## config.mk

```make
export PLATFORM = sky130hd
export DESIGN_NAME = tripod_gait_sequencer_flat
export DESIGN_NICKNAME = d
export VERILOG_FILES = /design/src/rtl/tripod_gait_sequencer_if.sv /design/src/rtl/tripod_gait_sequencer.sv /design/src/flat_wrapper.sv
export SDC_FILE = /design/constraint.sdc
export NUM_CORES = 1
export LEC_CHECK = 0
export CORE_UTILIZATION = 55
export CTS_CLUSTER_DIAMETER = 40
export DETAILED_ROUTE_END_ITERATION = 7
export DONT_BUFFER_PORTS = 1
export GPL_TIMING_DRIVEN = 1
export PLACE_DENSITY = 0.7
export REMOVE_ABC_BUFFERS = 1
export SETUP_SLACK_MARGIN = 0.2
export SLEW_MARGIN = 20
export SYNTH_ARGS = -nofsm -noshare
export SYNTH_HDL_FRONTEND = slang
export SYNTH_SLANG_ARGS = --single-unit
```

## constraint.sdc

```tcl
create_clock -name clk -period 2.4 [get_ports clk]
set_input_delay 0.48 -clock clk [delete_from_list [all_inputs] [get_ports clk]]
set_output_delay 0.48 -clock clk [all_outputs]
set_load 0.02 [all_outputs]
```

## src/rtl/tripod_gait_sequencer_if.sv

```systemverilog
// Purpose: bundles the gait sequencer's control inputs and servo/status outputs.
// Signals:
//   enable      gait enable level from the homing stage
//   step_tick   1-clk phase timebase pulse
//   hip_a/knee_a, hip_b/knee_b  servo position codes for leg groups A and B
//   phase       current gait state code
//   homed       high while parked in HOME
//   cycle_done  1-clk pulse when a full gait cycle wraps back to A_UP
// Modports: master drives the inputs and observes the outputs; slave is the sequencer.
interface tripod_gait_sequencer_if;
  logic       enable;
  logic       step_tick;
  logic [7:0] hip_a;
  logic [7:0] knee_a;
  logic [7:0] hip_b;
  logic [7:0] knee_b;
  logic [2:0] phase;
  logic       homed;
  logic       cycle_done;

  modport master (
    output enable, step_tick,
    input  hip_a, knee_a, hip_b, knee_b, phase, homed, cycle_done
  );

  modport slave (
    input  enable, step_tick,
    output hip_a, knee_a, hip_b, knee_b, phase, homed, cycle_done
  );
endinterface

```

## src/rtl/tripod_gait_sequencer.sv

```systemverilog
// Purpose: steps a hexapod through a 6-phase tripod gait while enabled
// (group A = L1,R2,L3; group B = R1,L2,R3) and drives registered hip/knee
// position codes. When enable drops the gait finishes with knees down and
// parks in HOME.
// Ports:
//   clk   system clock
//   rst   synchronous active-high reset
//   gait  slave side of tripod_gait_sequencer_if (enable, step_tick in;
//         hip/knee codes, phase, homed, cycle_done out)
module tripod_gait_sequencer #(
  parameter logic [7:0] STEP_DIV   = 8'd1,
  parameter logic [7:0] HIP_CENTER = 8'd128,
  parameter logic [7:0] HIP_SWING  = 8'd32,
  parameter logic [7:0] KNEE_DOWN  = 8'd100,
  parameter logic [7:0] KNEE_UP    = 8'd160
) (
  input  logic                         clk,
  input  logic                         rst,
  tripod_gait_sequencer_if.slave       gait
);

  typedef enum logic [2:0] {
    HOME   = 3'd0,
    A_UP   = 3'd1,
    A_FWD  = 3'd2,
    A_DOWN = 3'd3,
    B_UP   = 3'd4,
    B_FWD  = 3'd5,
    B_DOWN = 3'd6,
    PARK   = 3'd7
  } state_t;

  // Saturating add in 9 bits: carry out means the result exceeded 255.
  function automatic logic [7:0] sat_add(input logic [7:0] c, input logic [7:0] s);
    logic [8:0] sum;
    sum = {1'b0, c} + {1'b0, s};
    return sum[8] ? 8'hFF : sum[7:0];
  endfunction

  // Saturating subtract in 9 bits signed: -255..255 fits, negative clamps to 0.
  function automatic logic [7:0] sat_sub(input logic [7:0] c, input logic [7:0] s);
    logic signed [8:0] diff;
    diff = $signed({1'b0, c}) - $signed({1'b0, s});
    return (diff < 0) ? 8'h00 : diff[7:0];
  endfunction

  // Transition taken at a phase advance. Phases with a leg group lifted go
  // through PARK so the knees come down before HOME; PARK always exits to HOME.
  function automatic state_t next_state(input state_t cur, input logic en);
    state_t nxt;
    nxt = HOME;
    if (en) begin
      case (cur)
        HOME:    nxt = A_UP;
        A_UP:    nxt = A_FWD;
        A_FWD:   nxt = A_DOWN;
        A_DOWN:  nxt = B_UP;
        B_UP:    nxt = B_FWD;
        B_FWD:   nxt = B_DOWN;
        B_DOWN:  nxt = A_UP;
        default: nxt = HOME;
      endcase
    end else begin
      case (cur)
        A_UP, A_FWD, B_UP, B_FWD: nxt = PARK;
        default:                  nxt = HOME;
      endcase
    end
    return nxt;
  endfunction

  localparam logic [7:0] HIP_FWD  = sat_add(HIP_CENTER, HIP_SWING);
  localparam logic [7:0] HIP_BACK = sat_sub(HIP_CENTER, HIP_SWING);
  // A divide of 0 behaves as 1, so the terminal count is 0 in both cases.
  localparam logic [7:0] DIV_LAST = (STEP_DIV == 8'd0) ? 8'd0 : STEP_DIV - 8'd1;

  state_t     state;
  logic [7:0] tick_cnt;
  logic [7:0] hip_a;
  logic [7:0] knee_a;
  logic [7:0] hip_b;
  logic [7:0] knee_b;
  logic       homed;
  logic       cycle_done;
  logic       phase_adv;
  state_t     nxt;

  assign phase_adv = gait.step_tick && (tick_cnt == DIV_LAST);
  assign nxt       = next_state(state, gait.enable);

  always_ff @(posedge clk) begin
    if (rst) begin
      state      <= HOME;
      tick_cnt   <= 8'd0;
      hip_a      <= HIP_CENTER;
      knee_a     <= KNEE_DOWN;
      hip_b      <= HIP_CENTER;
      knee_b     <= KNEE_DOWN;
      homed      <= 1'b1;
      cycle_done <= 1'b0;
    end else begin
      // Divider runs independently of enable.
      if (gait.step_tick) begin
        tick_cnt <= (tick_cnt == DIV_LAST) ? 8'd0 : tick_cnt + 8'd1;
      end
      cycle_done <= 1'b0;
      if (phase_adv) begin
        state      <= nxt;
        homed      <= (nxt == HOME);
        cycle_done <= (state == B_DOWN) && (nxt == A_UP);
        // Outputs are decoded from the state being entered so they update
        // on the same edge as phase.
        case (nxt)
          HOME: begin
            hip_a <= HIP_CENTER; knee_a <= KNEE_DOWN;
            hip_b <= HIP_CENTER; knee_b <= KNEE_DOWN;
          end
          A_UP: begin
            hip_a <= HIP_BACK;   knee_a <= KNEE_UP;
            hip_b <= HIP_FWD;    knee_b <= KNEE_DOWN;
          end
          A_FWD: begin
            hip_a <= HIP_FWD;    knee_a <= KNEE_UP;
            hip_b <= HIP_BACK;   knee_b <= KNEE_DOWN;
          end
          A_DOWN: begin
            hip_a <= HIP_FWD;    knee_a <= KNEE_DOWN;
            hip_b <= HIP_BACK;   knee_b <= KNEE_DOWN;
          end
          B_UP: begin
            hip_a <= HIP_FWD;    knee_a <= KNEE_DOWN;
            hip_b <= HIP_BACK;   knee_b <= KNEE_UP;
          end
          B_FWD: begin
            hip_a <= HIP_BACK;   knee_a <= KNEE_DOWN;
            hip_b <= HIP_FWD;    knee_b <= KNEE_UP;
          end
          B_DOWN: begin
            hip_a <= HIP_BACK;   knee_a <= KNEE_DOWN;
            hip_b <= HIP_FWD;    knee_b <= KNEE_DOWN;
          end
          default: begin
            // PARK: hips stay where they are, both groups stand.
            knee_a <= KNEE_DOWN;
            knee_b <= KNEE_DOWN;
          end
        endcase
      end
    end
  end

  assign gait.phase      = state;
  assign gait.hip_a      = hip_a;
  assign gait.knee_a     = knee_a;
  assign gait.hip_b      = hip_b;
  assign gait.knee_b     = knee_b;
  assign gait.homed      = homed;
  assign gait.cycle_done = cycle_done;

endmodule
```

## src/flat_wrapper.sv

```systemverilog
// flat-port wrapper written by rule: the top's interface ports become plain ports
module tripod_gait_sequencer_flat 
#(
  parameter logic [7:0] STEP_DIV   = 8'd1,
  parameter logic [7:0] HIP_CENTER = 8'd128,
  parameter logic [7:0] HIP_SWING  = 8'd32,
  parameter logic [7:0] KNEE_DOWN  = 8'd100,
  parameter logic [7:0] KNEE_UP    = 8'd160
)
  (clk, rst, gait_enable, gait_step_tick, gait_hip_a, gait_knee_a, gait_hip_b, gait_knee_b, gait_phase, gait_homed, gait_cycle_done);
  tripod_gait_sequencer_if gait_i ();
  input  logic clk;
  input  logic rst;
  input wire logic [$bits(gait_i.enable)-1:0] gait_enable;
  input wire logic [$bits(gait_i.step_tick)-1:0] gait_step_tick;
  output wire logic [$bits(gait_i.hip_a)-1:0] gait_hip_a;
  output wire logic [$bits(gait_i.knee_a)-1:0] gait_knee_a;
  output wire logic [$bits(gait_i.hip_b)-1:0] gait_hip_b;
  output wire logic [$bits(gait_i.knee_b)-1:0] gait_knee_b;
  output wire logic [$bits(gait_i.phase)-1:0] gait_phase;
  output wire logic [$bits(gait_i.homed)-1:0] gait_homed;
  output wire logic [$bits(gait_i.cycle_done)-1:0] gait_cycle_done;
  assign gait_i.enable = gait_enable;
  assign gait_i.step_tick = gait_step_tick;
  assign gait_hip_a = gait_i.hip_a;
  assign gait_knee_a = gait_i.knee_a;
  assign gait_hip_b = gait_i.hip_b;
  assign gait_knee_b = gait_i.knee_b;
  assign gait_phase = gait_i.phase;
  assign gait_homed = gait_i.homed;
  assign gait_cycle_done = gait_i.cycle_done;
  tripod_gait_sequencer #(.STEP_DIV(STEP_DIV), .HIP_CENTER(HIP_CENTER), .HIP_SWING(HIP_SWING), .KNEE_DOWN(KNEE_DOWN), .KNEE_UP(KNEE_UP)) u_core (.clk(clk), .rst(rst), .gait(gait_i));
endmodule
```

==> impl_metrics.tcl, run 1 <==
set metrics [dict create \
    status "complete, no violations" \
    cts_buffer_depth 2 \
    gp_congestion 0.8581 \
    wl_mm 2.428 \
    max_freq_mhz 536.4 \
    post-place-cells 164 \
    synth_ff_type "dfxtp_1" \
    antenna_found_initial 0 \
    min_period_ns 1.864 \
    min_period_over_period_pct 77.68 \
    start_util_pct 58.54 \
    cp.arrival_ns 2.08 \
    clock_latency_ns 0.31 \
    ir_drop_uv 316.3 \
    final_util_pct 55.60 \
    chipWidth_um 50.53 \
    crit_type "reg -> reg" \
    critPathRequiredTime_ns 2.61 \
    cp_num_cells 5 \
    first_global_vias 935 \
    floorplan.die_area_um2 2553 \
    antenna_left 0 \
    fin_area_um2 1230 \
    syn_avg_cell_area_um2 8.691 \
    hpwl_mm 1.736 \
    worst_slew_pin_slew_ns 0.6415 \
    layout-drive-gt1-share_pct 6.429 \
    syn-instance-count 149 \
    path_clk_slew_ns 0.12 \
    hold_slack_ns 0.2218 \
    synth-seq-cells 22 \
    area_growth_pct -5.024 \
    crit_path_start "u_core.tick_cnt[0]$_SDFFE_PP0P_" \
    cts_tree "yes" \
    grt_pass1_wl_mm 4.043 \
    final_common_cell "dfxtp_1" \
    final_cells 168 \
    die_h_um 50.53 \
    power_density_nw_per_um2 624.7 \
    yosys_warnings 0 \
    firstDrtPassIters 4 \
    p_leak_nw 0.4687 \
    reg2reg_depth 5 \
    synthArstFlopShare_pct 0 \
    cts_resized 0 \
    slowest_delay_ns 0.61 \
    io_buffers 0 \
    core-area_um2 2212 \
    via_count 994 \
    path_max_fanout 8 \
    grt_max_degree 17 \
    rr_startpoint "u_core.tick_cnt[0]$_SDFFE_PP0P_" \
    final_cell_mix "dfxtp_1 (22), conb_1 (20), nor2_1 (9)" \
    critPathBufInv 1 \
    finalSetupViolCount 0 \
    critPathTopFamily "simple AND/OR/NAND/NOR gates" \
    antennaDiodeCount 0 \
    route.detailed.drc 0 \
    multiInputGateArea_um2 684.4 \
    tns_ns 0 \
    viasPerCell 5.917 \
    synth_edf_count 0 \
    ioPinCount 41 \
    grt_overflow_total 0 \
    wl_per_cell_um 14.45 \
    ctsHoldBuffers 0 \
    hold_viol_final 0 \
    cap_viol_max_count 0 \
    slowest_stage "or4b_1" \
    crit_chain "inv_1 -> ha_1 -> or4b_1 -> o211a_1 -> a311o_1" \
    htree_levels 1 \
    synth_area_um2 1295 \
    hold_class "in -> reg" \
    hp-start "rst" \
    first_iter_violations 15 \
    row_count 17 \
    post_cts_buffers 0 \
    ys_types 47 \
    hold_depth 1 \
    ys_seq_area_share_pct 34.01 \
    regArea_um2 440.4 \
    dpl-instance-area_um2 1194 \
    nNetsFinal 147 \
    drv_slew 0 \
    slew-limit-headroom_pct 57.17 \
    finClkSkew_ns 0.001456 \
    grt_usage_pct 21.08 \
    cts_sinks 22 \
    crit_path_end_kind "register" \
    fillers 206 \
    rsz0062_at_grt "false" \
    worst_setup_path_start_kind "register" \
    cts_root_buffer "clkbuf_4" \
    numCtsBuffers 3 \
]
power by group:
group / switching [mW] / total [mW] / internal [mW]
clock network: 0.115 / 0.208 / 0.0927
registers: 0.0553 / 0.439 / 0.384
logic: 0.0796 / 0.122 / 0.0423
area by class of cell:
class                   instances  area share [%]
well taps                      28           2.848
clock buffers                   4           2.950
inverters                       5           1.526
flip-flops and latches         22           35.81
multi-input cells             107           55.65
repair buffers                  2           1.221
cell usage after synthesis, drive strengths merged, types with 2 or more instances:
cell type / count / share of area [%]
a31oi: 2 / 0.97
nor4b: 2 / 1.4
nand2b: 2 / 0.97
o21ai: 8 / 3.4
nor4: 2 / 1.4
or4b: 2 / 1.5
or3: 3 / 1.4
clkbuf: 5 / 1.4
nor2b: 3 / 1.4
xor2: 4 / 2.7
nand2: 4 / 1.2
nor2: 9 / 2.6
ha: 2 / 1.9
a221oi: 2 / 1.4
inv: 5 / 1.4
a21oi: 6 / 2.3
dfxtp: 22 / 34
o2111ai: 4 / 2.7
and2: 2 / 0.97
a21o: 4 / 2.3
nor3: 2 / 1.2
and3b: 2 / 1.4
conb: 2 / 0.58
buf: 28 / 15
nand4: 4 / 1.9
metal layers:
| layer | wire (um) | share of wire (%) | GRT usage, % | vias up |
|---|---|---|---|---|
| li1 | - | - | - | 476 |
| met1 | 1112 | 46 | 27.82 | 477 |
| met2 | 1082 | 45 | 32.22 | 35 |
| met3 | 189 | 7.8 | 5.152 | 6 |
| met4 | 44 | 1.8 | 9.722 | 0 |
| met5 | 0 | 0 | 0 | - |
flip-flops by register name (all words and copies together) (netlist names):
register                count
u_core.gait.hip_b           3
u_core.gait.phase           3
u_core.gait.homed           1
u_core.gait.knee_a          2
u_core.gait.cycle_done      1
u_core.gait.knee_b          2
u_core.gait.hip_a           2
u_core.tick_cnt             8
path summary, 6_finish.rpt:
kind	to	slack, ns
min reg2reg	u_core.tick_cnt[7]$_SDFFE_PP0P_	0.53
max	u_core.gait.hip_b[5]$_SDFFE_PP0P_	0.54
min	u_core.gait.knee_a[7]$_SDFFE_PP0P_	0.22
max reg2reg	u_core.gait.hip_b[5]$_SDFFE_PP0P_	0.54
cells by family (layout without fill, tap and decap cells):
group           count (synthesis)  after routing  synth area share [%]
simple gates                   40             40                 19.03
other cells                     2             20                0.5799
compound gates                 38             38                 21.16
buf+inv                        38             11                 18.36
flops                          22             22                 34.01
fa+ha+maj                       3              3                 2.705
xor+xnor                        5              5                 3.381
mux                             1              1                0.7730
stage by stage:
stage / total power [mW] / setup WS, ns
2_1_floorplan: 0.5384 / 0.1750
3_3_place_gp: 0.5618 / 0.6232
3_5_place_dp: 0.5660 / 0.5543
4_1_cts: 0.7690 / 0.5375
5_1_grt: 0.7996 / 0.4527
6_report: 0.7683 / 0.5356
Power figures use the tool's default switching activity.
==> run 2, diff against run 1 <==
--- a/config.mk
+++ b/config.mk
@@ -10,7 +10,7 @@
 export DETAILED_ROUTE_END_ITERATION = 7
 export DONT_BUFFER_PORTS = 1
 export GPL_TIMING_DRIVEN = 1
-export PLACE_DENSITY = 0.7
+export PLACE_DENSITY = 0.73
 export REMOVE_ABC_BUFFERS = 1
 export SETUP_SLACK_MARGIN = 0.2
 export SLEW_MARGIN = 20
==> constraint.sdc (replaced) <==
create_clock -name clk -period 1.7 [get_ports clk]
set_input_delay 0.34 -clock clk [delete_from_list [all_inputs] [get_ports clk]]
set_output_delay 0.34 -clock clk [all_outputs]
set_load 0.02 [all_outputs]
==> run 2 against run 1 <==
- largest cell class unchanged
- die area did not move
- global-route usage rose by 1.4 points
- final area rose by 22%
- critical path depth did not move
==> impl_metrics.tcl, run 2 (synthesized netlist as in run 1, its figures left out) <==
set metrics [dict create \
    path_clk_slew_ns 0.13 \
    layout-drive-gt1-share_pct 32.08 \
    antenna_found_initial 0 \
    finClkSkew_ns 0.001565 \
    cts_buffer_depth 2 \
    status "complete, no violations" \
    hpwl_mm 1.740 \
    hold_viol_final 0 \
    p_leak_nw 0.5851 \
    hp-start "rst" \
    fillers 171 \
    grt_max_degree 16 \
    max_freq_mhz 612.7 \
    min_period_ns 1.632 \
    hold_class "in -> reg" \
    finalSetupViolCount 0 \
    grt_usage_pct 22.48 \
    cp.arrival_ns 1.85 \
    route.detailed.drc 0 \
    hold_depth 1 \
    io_buffers 0 \
    rsz0062_at_grt "true" \
    crit_path_end_kind "register" \
    antenna_left 0 \
    row_count 17 \
    crit_type "reg -> reg" \
    reg2reg_depth 5 \
    core-area_um2 2212 \
    min_period_over_period_pct 96.01 \
    clock_latency_ns 0.31 \
    final_cell_mix "conb_1 (20), buf_4 (19), dfxtp_1 (16)" \
    final_common_cell "conb_1" \
    numCtsBuffers 3 \
    floorplan.die_area_um2 2553 \
    cap_viol_max_count 0 \
    viasPerCell 5.770 \
    path_max_fanout 5 \
    grt_pass1_wl_mm 4.291 \
    drv_slew 0 \
    wl_per_cell_um 15.36 \
    ir_drop_uv 714.6 \
    reg2reg_slack_ns 0.07 \
    rr_startpoint "u_core.tick_cnt[1]$_SDFFE_PP0P_" \
    multiInputGateArea_um2 789.5 \
    rr_endpoint "u_core.gait.hip_b[5]$_SDFFE_PP0P_" \
    first_global_vias 906 \
    worst_setup_path_start_kind "register" \
    chipWidth_um 50.53 \
    cts_root_buffer "clkbuf_4" \
    cts_tree "yes" \
    ctsHoldBuffers 0 \
    htree_levels 1 \
    area_growth_pct 15.56 \
    nNetsFinal 166 \
    power_density_nw_per_um2 785.0 \
    final_util_pct 67.65 \
    antennaDiodeCount 0 \
    via_count 1079 \
    top_register "u_core.tick_cnt" \
    cts_sinks 22 \
    firstDrtPassIters 4 \
    largest_reg_flops 8 \
    regArea_um2 447.9 \
    ioPinCount 41 \
    die_h_um 50.53 \
    critPathRequiredTime_ns 1.92 \
    gp_congestion 0.8298 \
    first_iter_violations 21 \
    tns_ns 0 \
    wl_mm 2.873 \
    holdPathEnd "u_core.gait.phase[0]$_SDFFE_PP0P_" \
    start_util_pct 58.54 \
    grt_overflow_total 0 \
]
==> run 2: cell count changes in the layout (fill, tap and decap cells not counted), moves of 3 or more <==
cell / previous run / this run
o21ai_0: 7 / 4
a21oi_2: 0 / 3
dfxtp_1: 22 / 16
buf_4: 2 / 19
dfxtp_2: 0 / 6
a21oi_1: 6 / 3
==> run 2: routing by layer <==
metal | vias to the layer above | wire length [um] | GRT usage [%]
met5 | - | 0 | 0
li1 | 513 | - | -
met3 | 6 | 161 | 6.364
met1 | 521 | 1275 | 28.47
met2 | 39 | 1373 | 37.11
met4 | 0 | 63 | 6.019
==> run 2: worst max-delay path by stage <==
stage,depth (start not counted),to,startpoint
after global routing,5,u_core.gait.hip_b[5]$_SDFFE_PP0P_,u_core.tick_cnt[1]$_SDFFE_PP0P_
after CTS,5,u_core.gait.hip_b[5]$_SDFFE_PP0P_,u_core.tick_cnt[1]$_SDFFE_PP0P_
final,5,u_core.gait.hip_b[5]$_SDFFE_PP0P_,u_core.tick_cnt[1]$_SDFFE_PP0P_
after floorplan,5,u_core.gait.hip_a[6]$_SDFFE_PP0P_,u_core.tick_cnt[0]$_SDFFE_PP0P_
after detailed placement,6,u_core.gait.phase[0]$_SDFFE_PP0P_,u_core.tick_cnt[1]$_SDFFE_PP0P_
after global placement,6,u_core.gait.phase[0]$_SDFFE_PP0P_,u_core.tick_cnt[1]$_SDFFE_PP0P_
==> run 2: metrics by stage <==
step                cells  hold WS [ns]  setup WS [ns]  area [um^2]  power, mW
global placement      175        0.4146        0.03020         1276     0.8138
CTS                   186       0.06739        0.07891         1404      1.143
detailed placement    175        0.4143       -0.04266         1276     0.8186
floorplan             134        0.4091        -0.5250         1144     0.7602
global route          187       0.04504        0.01745         1496      1.225
finish                187       0.06757        0.06786         1496      1.175
==> run 2: final cells by class <==
| cell class | count | share of cell area, % |
|---|---|---|
| multi-input cells | 107 | 52.76 |
| flip-flops and latches | 22 | 29.93 |
| repair buffers | 21 | 11.29 |
| clock buffers | 4 | 2.425 |
| well taps | 28 | 2.341 |
| inverters | 5 | 1.254 |
==> run 2: report_power, final <==
| part | total [mW] | switching (mW) | internal, mW |
|---|---|---|---|
| logic | 0.267 | 0.155 | 0.111 |
| registers | 0.608 | 0.0658 | 0.542 |
| clock network | 0.300 | 0.169 | 0.131 |
==> run 2: what timing repair did <==
item	4_1_cts	5_1_grt
gates resized for setup	14	20
setup buffers	7	1
setup endpoints to repair	20	24
pin swaps	5	12
==> run 2: worst max-delay path, stage by stage, from the launching register on <==
cell	delay (ns)
dfxtp_2	0.35
inv_2	0.07
ha_4	0.13
or4b_4	0.51
o211a_1	0.22
a311o_1	0.25
==> run 3, diff against run 2 <==
--- a/config.mk
+++ b/config.mk
@@ -7,6 +7,7 @@
 export LEC_CHECK = 0
 export CORE_UTILIZATION = 55
 export CTS_CLUSTER_DIAMETER = 40
+export CTS_CLUSTER_SIZE = 24
 export DETAILED_ROUTE_END_ITERATION = 7
 export DONT_BUFFER_PORTS = 1
 export GPL_TIMING_DRIVEN = 1
==> results of run 3 <==
Final layout, timing and power as in run 2 (identical DEF).
